--- src/rtl/ps2_key_decoder_pkg.sv ---
`default_nettype none
// ============================================================================
// Module   : ps2_pkg
// Purpose  : Shared types and constants for the PS/2 key decoder. This
//            package holds the frame FSM state encoding, the prefix byte
//            values and the device-response classifier.
// Revision : 1.0  initial release
// ============================================================================
package ps2_pkg;

    typedef enum logic [1:0] {
        IDLE   = 2'd0,
        DATA   = 2'd1,
        PARITY = 2'd2,
        STOP   = 2'd3
    } ps2_state_t;

    localparam logic [7:0] PS2_EXT    = 8'hE0;
    localparam logic [7:0] PS2_BRK    = 8'hF0;
    localparam logic [7:0] PS2_PAUSE  = 8'hE1;
    localparam logic [2:0] PAUSE_SKIP = 3'd7;

    // The keyboard sends these bytes as acknowledgements, self-test results
    // and errors. They are not key codes.
    function automatic logic is_response(input logic [7:0] code);
        logic r;
        case (code)
            8'h00, 8'hAA, 8'hEE, 8'hFA,
            8'hFC, 8'hFD, 8'hFE, 8'hFF: r = 1'b1;
            default:                    r = 1'b0;
        endcase
        return r;
    endfunction

endpackage
`default_nettype wire

--- src/rtl/ps2_key_decoder_if.sv ---
`default_nettype none
// ============================================================================
// Module   : ps2_key_decoder_if
// Purpose  : Carries the raw PS/2 lines into the decoder and the decoded key
//            event word and frame-error pulse out of it.
// Signals  : ps2_clk_in  raw PS/2 clock (idle high)
//            ps2_data_in raw PS/2 data  (idle high)
//            ps2_key     [10] toggle, [9] make, [8] E0 seen, [7:0] code
//            frame_err   one-cycle error pulse
// Modports : master = line driver / event consumer, slave = decoder
// Revision : 1.0  initial release
// ============================================================================
interface ps2_key_decoder_if;
    logic        ps2_clk_in;
    logic        ps2_data_in;
    logic [10:0] ps2_key;
    logic        frame_err;

    modport master (output ps2_clk_in, output ps2_data_in,
                    input  ps2_key,    input  frame_err);
    modport slave  (input  ps2_clk_in, input  ps2_data_in,
                    output ps2_key,    output frame_err);
endinterface
`default_nettype wire

--- src/rtl/ps2_key_decoder_line_filter.sv ---
`default_nettype none
// ============================================================================
// Module   : ps2_line_filter
// Purpose  : Brings one asynchronous PS/2 line into the clk_sys domain with a
//            two-flop synchroniser. It then debounces the line, so the
//            filtered output only follows after FILTER_LEN consecutive
//            samples that differ from it.
// Ports    : clk_sys in  system clock
//            reset   in  synchronous active-high reset
//            i_line  in  raw line
//            o_filt  out filtered line (resets high = idle)
// Revision : 1.0  initial release
// ============================================================================
module ps2_line_filter #(
    parameter int FILTER_LEN = 8
) (
    input  logic clk_sys,
    input  logic reset,
    input  logic i_line,
    output logic o_filt
);
    localparam int CNT_W = $clog2(FILTER_LEN);

    logic             r_meta;
    logic             r_sync;
    logic             r_filt;
    logic [CNT_W-1:0] r_cnt;

    always_ff @(posedge clk_sys) begin
        if (reset) begin
            r_meta <= 1'b1;
            r_sync <= 1'b1;
            r_filt <= 1'b1;
            r_cnt  <= '0;
        end else begin
            r_meta <= i_line;
            r_sync <= r_meta;
            // Any sample that agrees with the filtered level restarts the run.
            if (r_sync == r_filt) begin
                r_cnt <= '0;
            end else if (r_cnt == CNT_W'(FILTER_LEN - 1)) begin
                r_filt <= r_sync;
                r_cnt  <= '0;
            end else begin
                r_cnt <= r_cnt + 1'b1;
            end
        end
    end

    assign o_filt = r_filt;

endmodule
`default_nettype wire

--- src/rtl/ps2_key_decoder.sv ---
`default_nettype none
// ============================================================================
// Module   : ps2_key_decoder
// Purpose  : Assembles PS/2 device-to-host frames into bytes. It resolves the
//            E0/F0/E1 prefixes and publishes one 11-bit key event word per
//            key code. The consumer detects a new event when bit 10 changes.
// Ports    : clk_sys  in  system clock
//            reset    in  synchronous active-high reset
//            bus      slave modport of ps2_key_decoder_if
//                     (ps2_clk_in, ps2_data_in, ps2_key, frame_err)
// Revision : 1.0  initial release
// ============================================================================
module ps2_key_decoder
    import ps2_pkg::*;
#(
    parameter int FILTER_LEN  = 8,
    parameter int TIMEOUT_CYC = 50000
) (
    input  logic              clk_sys,
    input  logic              reset,
    ps2_key_decoder_if.slave  bus
);
    localparam int TO_W = $clog2(TIMEOUT_CYC);

    localparam logic [1:0] S_IDLE   = 2'(IDLE);
    localparam logic [1:0] S_DATA   = 2'(DATA);
    localparam logic [1:0] S_PARITY = 2'(PARITY);
    localparam logic [1:0] S_STOP   = 2'(STOP);

    logic            w_clk_filt;
    logic            w_data_filt;
    logic            w_timeout;
    logic            r_clk_prev;
    logic            r_fall;
    logic [1:0]      r_state;
    logic [2:0]      r_bit_cnt;
    logic [7:0]      r_shift;
    logic            r_parity;
    logic [TO_W-1:0] r_to_cnt;
    logic [7:0]      r_byte;
    logic            r_byte_vld;
    logic            r_ext;
    logic            r_brk;
    logic [2:0]      r_skip;
    logic [10:0]     r_key;
    logic            r_frame_err;

    ps2_line_filter #(.FILTER_LEN(FILTER_LEN)) u_clk_filt (
        .clk_sys (clk_sys),
        .reset   (reset),
        .i_line  (bus.ps2_clk_in),
        .o_filt  (w_clk_filt)
    );

    ps2_line_filter #(.FILTER_LEN(FILTER_LEN)) u_data_filt (
        .clk_sys (clk_sys),
        .reset   (reset),
        .i_line  (bus.ps2_data_in),
        .o_filt  (w_data_filt)
    );

    // The falling edge of the filtered clock is a registered one-cycle strobe.
    always_ff @(posedge clk_sys) begin
        if (reset) begin
            r_clk_prev <= 1'b1;
            r_fall     <= 1'b0;
        end else begin
            r_clk_prev <= w_clk_filt;
            r_fall     <= r_clk_prev & ~w_clk_filt;
        end
    end

    assign w_timeout = (r_state != S_IDLE) && (r_to_cnt == TO_W'(TIMEOUT_CYC - 1));

    // Frame FSM. The timeout takes priority over a fall edge in the same cycle.
    always_ff @(posedge clk_sys) begin
        if (reset) begin
            r_state     <= S_IDLE;
            r_bit_cnt   <= 3'd0;
            r_shift     <= 8'h00;
            r_parity    <= 1'b0;
            r_to_cnt    <= '0;
            r_byte      <= 8'h00;
            r_byte_vld  <= 1'b0;
            r_frame_err <= 1'b0;
        end else begin
            r_frame_err <= 1'b0;
            r_byte_vld  <= 1'b0;

            if (r_fall || r_state == S_IDLE)
                r_to_cnt <= '0;
            else
                r_to_cnt <= r_to_cnt + 1'b1;

            if (w_timeout) begin
                r_state     <= S_IDLE;
                r_frame_err <= 1'b1;
                r_to_cnt    <= '0;
            end else if (r_fall) begin
                case (r_state)
                    S_IDLE: begin
                        if (!w_data_filt) begin
                            r_state   <= S_DATA;
                            r_bit_cnt <= 3'd0;
                        end else begin
                            r_frame_err <= 1'b1;
                        end
                    end
                    S_DATA: begin
                        r_shift   <= {w_data_filt, r_shift[7:1]};
                        r_bit_cnt <= r_bit_cnt + 3'd1;
                        if (r_bit_cnt == 3'd7)
                            r_state <= S_PARITY;
                    end
                    S_PARITY: begin
                        r_parity <= w_data_filt;
                        r_state  <= S_STOP;
                    end
                    default: begin
                        r_state <= S_IDLE;
                        // Odd parity over data+parity, and the stop bit must be high.
                        if (((^r_shift) ^ r_parity) && w_data_filt) begin
                            r_byte     <= r_shift;
                            r_byte_vld <= 1'b1;
                        end else begin
                            r_frame_err <= 1'b1;
                        end
                    end
                endcase
            end
        end
    end

    // Byte interpretation: prefix tracking, pause-sequence skipping, event output.
    always_ff @(posedge clk_sys) begin
        if (reset) begin
            r_ext  <= 1'b0;
            r_brk  <= 1'b0;
            r_skip <= 3'd0;
            r_key  <= 11'h000;
        end else begin
            if (r_byte_vld) begin
                if (r_skip != 3'd0) begin
                    r_skip <= r_skip - 3'd1;
                end else if (r_byte == PS2_PAUSE) begin
                    r_skip <= PAUSE_SKIP;
                end else if (r_byte == PS2_EXT) begin
                    r_ext <= 1'b1;
                end else if (r_byte == PS2_BRK) begin
                    r_brk <= 1'b1;
                end else if (is_response(r_byte) && !r_ext && !r_brk) begin
                    r_key <= r_key;
                end else begin
                    r_key <= {~r_key[10], ~r_brk, r_ext, r_byte};
                    r_ext <= 1'b0;
                    r_brk <= 1'b0;
                end
            end
            // A broken frame leaves any pending prefix meaningless.
            if (r_frame_err) begin
                r_ext  <= 1'b0;
                r_brk  <= 1'b0;
                r_skip <= 3'd0;
            end
        end
    end

    assign bus.ps2_key   = r_key;
    assign bus.frame_err = r_frame_err;

endmodule
`default_nettype wire

--- src/flat_wrapper.sv ---
// flat-port wrapper written by rule: the top's interface ports become plain ports
module ps2_key_decoder_flat import ps2_pkg::*;
#(
    parameter int FILTER_LEN  = 8,
    parameter int TIMEOUT_CYC = 50000
)
  (clk_sys, reset, bus_ps2_clk_in, bus_ps2_data_in, bus_ps2_key, bus_frame_err);
  ps2_key_decoder_if bus_i ();
  input  logic clk_sys;
  input  logic reset;
  input wire logic [$bits(bus_i.ps2_clk_in)-1:0] bus_ps2_clk_in;
  input wire logic [$bits(bus_i.ps2_data_in)-1:0] bus_ps2_data_in;
  output wire logic [$bits(bus_i.ps2_key)-1:0] bus_ps2_key;
  output wire logic [$bits(bus_i.frame_err)-1:0] bus_frame_err;
  assign bus_i.ps2_clk_in = bus_ps2_clk_in;
  assign bus_i.ps2_data_in = bus_ps2_data_in;
  assign bus_ps2_key = bus_i.ps2_key;
  assign bus_frame_err = bus_i.frame_err;
  ps2_key_decoder #(.FILTER_LEN(FILTER_LEN), .TIMEOUT_CYC(TIMEOUT_CYC)) u_core (.clk_sys(clk_sys), .reset(reset), .bus(bus_i));
endmodule
--- config.mk ---
export PLATFORM = sky130hd
export DESIGN_NAME = ps2_key_decoder_flat
export DESIGN_NICKNAME = d
export VERILOG_FILES = /design/src/rtl/ps2_key_decoder_pkg.sv /design/src/rtl/ps2_key_decoder_if.sv /design/src/rtl/ps2_key_decoder_line_filter.sv /design/src/rtl/ps2_key_decoder.sv /design/src/flat_wrapper.sv
export SDC_FILE = /design/constraint.sdc
export NUM_CORES = 1
export LEC_CHECK = 0
export BUFFER_PORTS_ARGS = -buffer_cell sky130_fd_sc_hd__buf_2
export CAP_MARGIN = 20
export CORE_UTILIZATION = 63
export CTS_BUF_LIST = sky130_fd_sc_hd__clkbuf_2 sky130_fd_sc_hd__clkbuf_4 sky130_fd_sc_hd__clkbuf_8
export DETAILED_ROUTE_END_ITERATION = 7
export GPL_ROUTABILITY_DRIVEN = 0
export GPL_TIMING_DRIVEN = 1
export PLACE_DENSITY_LB_ADDON = 0.05
export SYNTH_ARGS = -nofsm -noshare
export SYNTH_HDL_FRONTEND = slang
export SYNTH_SLANG_ARGS = --single-unit
export TNS_END_PERCENT = 50
--- constraint.sdc ---
create_clock -name clk_sys -period 2.1 [get_ports clk_sys]
set_input_delay 0.21 -clock clk_sys [delete_from_list [all_inputs] [get_ports clk_sys]]
set_output_delay 0.21 -clock clk_sys [all_outputs]
set_load 0.005 [all_outputs]
Yosys cells after proc, flatten, opt, wreduce, memory -nomap -nowiden
Index checks and enable logic that the tools add are counted.
W data, S select, Z words.
Cells by class
  add/subtract/negate cells: 5
  equality and inequality tests: 23
  mux-type cells: 24
  bitwise logic cells: 15
  reductions and logical operators: 34
Operators with widths (count)
  $eq A8 B8 Y1 const B: 10
  $add A16 B1 Y16 const B: 1
  $eq A16 B16 Y1 const B: 1
  $mux W1: 16
  $not A1 Y1: 13
  $reduce_or A3 Y1: 4
  $reduce_and A5 Y1: 2
  $add A3 B1 Y3 const B: 3
  $eq A3 B3 Y1 const B: 3
  $mux W3: 3
  $reduce_and A3 Y1: 3
  $logic_not A8 Y1: 1
  $ne A2 B1 Y1 const B: 4
  $reduce_and A4 Y1: 2
  $reduce_or A8 Y1: 1
  $reduce_xor A8 Y1: 1
  $pmux W2 S3: 1
  $pmux W3 S2: 1
  $reduce_and A2 Y1: 3
  $reduce_and A6 Y1: 1
  $reduce_bool A2 Y1: 3
  $reduce_or A2 Y1: 3
  $reduce_or A6 Y1: 1
  $logic_and A1 B1 Y1: 4
  other kinds (13): 16
Storage, ports and cells
  bits in registers: 70
  bits of input ports: 4
  output and inout port bits: 12
  logic and storage cells: 123

Longest topological paths before layout
  depth in word-level cells: 14
  mapped depth: 9
  mapped depth without buffers: 9

Modules after synthesis
From an unflattened synthesis, not the netlist that was laid out.
Unflattened totals
  cell total of the unflattened synthesis: 328
  area, all modules: 3150.5 um^2
Modules (own cells, without submodules)
  ps2_key_decoder: times used 1, cells each 296, area each 2737.6 um^2, seq. area each 1161.1 um^2
  ps2_line_filter: times used 2, cells each 16, area each 206.4 um^2, seq. area each 120.1 um^2

Worst setup path before layout
OpenSTA, ideal clock, no wires.
  kind: register to register
  start point: register u_core.r_shift[6]
  end point: register u_core.r_byte[3]
  setup time: 0.128 ns
  arrival: 1.732 ns
  required time: 1.972 ns
  slack: 0.241 ns
  stages on the path, launching flop included: 7
  path buffers: 0
  period minus slack after synthesis: 1.859 ns
  cell sequence: dfxtp_1 xor2_1 xnor3_2 mux2i_1 nor3_4 mux2i_1 nor2_1
On the way
  word-level cells in the longest chain between the ends: 4
Ends and longest elaborated chain
  from (decl): RTL line ps2_key_decoder.sv:37  | logic [7:0] r_shift;
  from (signal assigned): RTL line ps2_key_decoder.sv:110  | r_shift <= {w_data_filt, r_shift[7:1]};
  $reduce_xor A8 Y1: RTL line ps2_key_decoder.sv:122  | if (((^r_shift) ^ r_parity) && w_data_filt) begin
  $xor A1 B1 Y1: RTL line ps2_key_decoder.sv:122
  $logic_and A1 B1 Y1: RTL line ps2_key_decoder.sv:122
  $reduce_and A4 Y1 (no source line)
  to (signal assigned): RTL line ps2_key_decoder.sv:123  | r_byte <= r_shift;
  to (decl): RTL line ps2_key_decoder.sv:40  | logic [7:0] r_byte;
No other way between the ends.
A chain may end at the register's enable or synchronous reset.

Worst setup path after layout
  start point: register u_core.r_to_cnt[0]
  end point: register u_core.r_bit_cnt[0]
On the way
  word-level cells in the longest chain between the ends: 4
Ends and longest elaborated chain
  from (decl): RTL line ps2_key_decoder.sv:39  | logic [TO_W-1:0] r_to_cnt;
  from (signal assigned): RTL line ps2_key_decoder.sv:93  | r_to_cnt <= r_to_cnt + 1'b1;
  $eq A16 B16 Y1: RTL line ps2_key_decoder.sv:73  | assign w_timeout = (r_state != S_IDLE) && (r_to_cnt == TO_W'(TIMEOUT_CYC - 1));
  $logic_and A1 B1 Y1: RTL line ps2_key_decoder.sv:73
  $not A1 Y1 (no source line)
  $reduce_and A4 Y1 (no source line)
  to (signal assigned): RTL line ps2_key_decoder.sv:111  | r_bit_cnt <= r_bit_cnt + 3'd1;
  to (decl): RTL line ps2_key_decoder.sv:36  | logic [2:0] r_bit_cnt;
No other way between the ends.

==> metrics.md <==
| Metric | Value |
|---|---|
| Critical Path Source | `u_core.r_to_cnt[0]` |
| # Post-CTS Setup Buffers | `0` |
| Slowest Stage Delay on Critical Path | `0.38 ns` |
| Leakage power figure | `1.34 nW` |
| Path type of the worst setup path | `flop to flop` |
| Power density over the cells | `713 mW/mm2` |
| Top post-synthesis cells by area | `sky130_fd_sc_hd__dfxtp_1, sky130_fd_sc_hd__mux2i_1, sky130_fd_sc_hd__nor2_1` |
| Clock root buffer | `sky130_fd_sc_hd__clkbuf_8` |
| Signed area change from the synthesized netlist to the final layout | `11.7%` |
| Remaining Overflow, GRT | `0` |
| Vias in the first global route | `2004` |
| Fmax achieved | `509 MHz` |
| Die Footprint | `0.00503 mm2` |
| Required time reported for the critical path endpoint | `2.32 ns` |
| Area taken by multi-input logic gates | `0.00152 mm2` |
| Slew Limit Fails | `0` |
| Clock edge transition at the registers on the reported setup and hold paths | `0.06 ns` |
| Portion of the post-synthesis area used by sequential elements | `0.468` |
| Clock power share | `0.430` |
| Iter 0 DRT Violations | `111` |
| Worst setup path endpoint | `u_core.r_bit_cnt[0]` |
| Worst hold-check path type | `input pin to flop` |
| Combinational fraction of design power | `0.010` |
| Number of enable flip-flop cells after synthesis | `0` |
| Overall track demand over capacity in global routing | `0.240` |
| FF-to-FF End | `u_core.r_bit_cnt[0]` |
| Clock buffer count from CTS | `9` |
| Post-Place Cells | `380` |
| Vias post-DR | `2140` |
| Initial antenna violation count | `0` |
| Proportion of netlist area held by the largest area contributor | `0.468` |
| Routed WL | `5220 um` |
| Post-synth net total | `334` |
| Pin count of the biggest net entering global routing | `28` |
| Post-synthesis cell type count | `46` |
| Stages on worst setup path | `7` |
| Count of state elements after synthesis | `70` |
| Wire length of the first global-routing pass | `9230 um` |
| Remaining DRCs | `0` |
| Final instance count without filler cells | `393` |
| Worst path buffer plus inverter count | `0` |
| Cell row count | `24` |
| Type of element capturing the critical path | `flop` |
| Run status | `finished, final reports clean` |
| Internal power | `1.91 mW` |
| Area inside the core boundary | `0.00447 mm2` |
| Nets@finish | `356` |
| Synthesized area divided by synthesized cell count | `9.44 um2` |
| Internal reg-to-reg setup slack | `0.13 ns` |
| Die outline height | `70.9 um` |
| Cell type of the slowest stage on the worst timing path | `sky130_fd_sc_hd__dfxtp_1` |
| Switching Power | `472 uW` |
| Worst setup margin | `0.134 ns` |
| Commonest non-fill, non-tap cells in the layout | `sky130_fd_sc_hd__dfxtp_1, sky130_fd_sc_hd__nor2_1, sky130_fd_sc_hd__mux2i_1` |
| Period Utilization, post-route | `0.936` |
| Minimum clock period after layout | `1.97 ns` |
| Async SR Flop Fraction | `0` |
| I/O Buffers | `15` |
| Drt wl/cell | `13.3 um` |
| Gate count of the mapped netlist | `317` |
| Die W | `70.9 um` |
| Number of fill cells | `338` |
| Cell area after technology mapping | `0.00299 mm2` |
| Setup skew after layout | `0.00734 ns` |
| Total inserted antenna cells | `0` |
| Clock sinks | `70` |
| Depth of the worst register-to-register path | `7` |
| Transition time at the pin with the least slew margin | `0.421 ns` |
| Number of synthesis warnings | `0` |
| CP Data Arrival Time | `2.18 ns` |
| Primary flip-flop cell chosen by synthesis mapping | `sky130_fd_sc_hd__dfxtp_1` |
| Family of cells with the greatest summed delay on the critical path | `simple AND/OR/NAND/NOR gates` |
| Number of failing setup endpoints in the final timing report | `0` |
| Net switching fraction of the power | `0.198` |
| Start point of the worst hold path | `bus_ps2_clk_in` |
| Worst vdd rail ir drop | `0.663 mV` |
| Via-to-Cell Ratio | `5.45` |
| Crit path max fanout | `5` |
| Most frequent standard cell in the layout excluding fill and tap cells | `sky130_fd_sc_hd__dfxtp_1` |
| CTS tree | `yes` |
| Post-route total power | `2.38 mW` |
| Detailed-router iteration count before antenna repair | `7` |
| Worst-Skew Late Latency | `0.34 ns` |
| Estimated wirelength of the detail-placed design | `3480 um` |
| Clock Tree Buf Depth | `2` |
| Cell-by-cell listing of the critical path | `ha_1 -> and3_1 -> nand4_1 -> nand2b_1 -> nand3_1 -> mux2i_1 -> nor2_1` |
| Flop pwr share | `0.559` |
| Crit Reg-Reg Startpoint | `u_core.r_to_cnt[0]` |
| Fin util | `0.747` |
| Cell type contributing the most total cell area after synthesis | `sky130_fd_sc_hd__dfxtp_1` |
| Max-cap viol count | `0` |
| Endpoints failing hold | `0` |
| Fin Hold WS | `0.0479 ns` |
| Reg area | `0.00140 mm2` |
| H-tree depth | `3` |
| Top-level port count | `16` |
| Startpoint class of the critical path | `flop` |
| Effective utilization at floorplan | `0.669` |
| Placement-stage worst setup slack | `0.168 ns` |
| Proportion of layout cells with a drive suffix above 1 | `0.132` |
| Post-detailed-route count of antenna-violating nets | `0` |
| Worst slew margin | `0.720` |
[flip-flops by register name, indices dropped and copies added (netlist names)]
name / count
u_core.r_ext: 1
u_core.u_clk_filt.r_meta: 1
u_core.r_bit_cnt: 3
u_core.r_to_cnt: 16
u_core.u_data_filt.r_sync: 1
u_core.u_clk_filt.r_cnt: 3
u_core.r_brk: 1
u_core.r_skip: 3
u_core.r_parity: 1
u_core.u_clk_filt.r_sync: 1
u_core.r_byte_vld: 1
u_core.bus.ps2_key: 11
u_core.bus.frame_err: 1
u_core.u_clk_filt.o_filt: 1
u_core.u_data_filt.r_cnt: 3
u_core.r_byte: 8
u_core.r_state: 2
u_core.u_data_filt.r_meta: 1
u_core.u_data_filt.o_filt: 1
u_core.r_fall: 1
u_core.r_clk_prev: 1
u_core.r_shift: 8
[final cells by class]
| class | count | share of cell area |
|---|---|---|
| Clock buffer | 11 | 0.0434 |
| Clock inverter | 2 | 0.0105 |
| Multi-Input combinational cell | 223 | 0.456 |
| Sequential cell | 70 | 0.419 |
| Tap cell | 52 | 0.0195 |
| Inverter | 15 | 0.0168 |
| Timing Repair Buffer | 20 | 0.0348 |
[cells by family (layout without fill, tap and decap cells)]
family / Yosys count / in the layout / synth area share
AOI/OAI and AO/OA: 22 / 22 / 0.0498
and+or+nand+nor: 135 / 135 / 0.219
muxes: 31 / 31 / 0.105
adders and majority gates: 13 / 13 / 0.0543
DFF: 70 / 70 / 0.468
buffers and inverters: 24 / 48 / 0.0305
xor gates and xnor gates: 22 / 22 / 0.0740
[metal layers]
metal | vias to the layer above | wire, um | track usage
met1 | 959 | 2620 | 0.338
met5 | - | 0 | 0
met2 | 53 | 2260 | 0.343
met4 | 0 | 89 | 0.133
li1 | 1120 | - | -
met3 | 8 | 256 | 0.0513
[cell usage after synthesis, types with 2 or more instances]
cell type / number
sky130_fd_sc_hd__and2_1: 4
sky130_fd_sc_hd__nand3_1: 11
sky130_fd_sc_hd__nand4_1: 3
sky130_fd_sc_hd__nand2_1: 18
sky130_fd_sc_hd__a21oi_1: 8
sky130_fd_sc_hd__clkbuf_1: 8
sky130_fd_sc_hd__ha_1: 13
sky130_fd_sc_hd__nor2b_1: 3
sky130_fd_sc_hd__or2_1: 3
sky130_fd_sc_hd__xor2_1: 9
sky130_fd_sc_hd__mux2_1: 2
sky130_fd_sc_hd__and3_1: 2
sky130_fd_sc_hd__nor2_1: 60
sky130_fd_sc_hd__inv_1: 15
sky130_fd_sc_hd__or2_2: 5
sky130_fd_sc_hd__dfxtp_1: 70
sky130_fd_sc_hd__nand2b_1: 2
sky130_fd_sc_hd__nor4_1: 6
sky130_fd_sc_hd__nor4bb_1: 2
sky130_fd_sc_hd__mux2i_1: 29
sky130_fd_sc_hd__nor3_1: 9
sky130_fd_sc_hd__xnor2_1: 11
[worst reg2reg max path, cell delays in order, from the launching register on]
cell and delay (ns):
sky130_fd_sc_hd__dfxtp_1 0.38, sky130_fd_sc_hd__ha_1 0.22, sky130_fd_sc_hd__and3_1 0.23, sky130_fd_sc_hd__nand4_1 0.23
sky130_fd_sc_hd__nand2b_1 0.32, sky130_fd_sc_hd__nand3_1 0.22, sky130_fd_sc_hd__mux2i_1 0.20, sky130_fd_sc_hd__nor2_1 0.05
[worst min path at each step]
stage	endpoint	slack, ns	cells after the start
after floorplan	u_core.u_clk_filt.r_meta	0.31	1
after CTS	u_core.u_clk_filt.r_meta	0.04	2
after detailed placement	u_core.u_data_filt.r_sync	0.39	1
final	u_core.u_clk_filt.r_meta	0.05	2
after global placement	u_core.u_clk_filt.r_sync	0.39	1
after global routing	u_core.u_data_filt.r_meta	0.05	2
[through the flow]
step	TNS [ns]	area (um2)
floorplan	0	2990
CTS	0	3320
global placement	0	3140
global route	-0.00157	3340
finish	0	3340
detailed placement	0	3140
[power groups by stage]
| stage | logic (mW) | clock network (mW) | registers [mW] |
|---|---|---|---|
| after global placement | 0.0250 | 0 | 1.36 |
| after CTS | 0.0250 | 1.05 | 1.33 |
| final | 0.0248 | 1.03 | 1.33 |
| after floorplan | 0.0174 | 0 | 1.36 |
| after detailed placement | 0.0250 | 0 | 1.36 |
| after global routing | 0.0287 | 1.12 | 1.33 |
[timing repair]
| item | 4_1_cts | 5_1_grt |
|---|---|---|
| hold buffers | 0 | 0 |
| hold endpoints to repair | 0 | 0 |
| gates resized for setup | 0 | 6 |
| endpoints found under the setup margin | 0 | 14 |
Note: power is estimated with default switching activity, not from simulation.
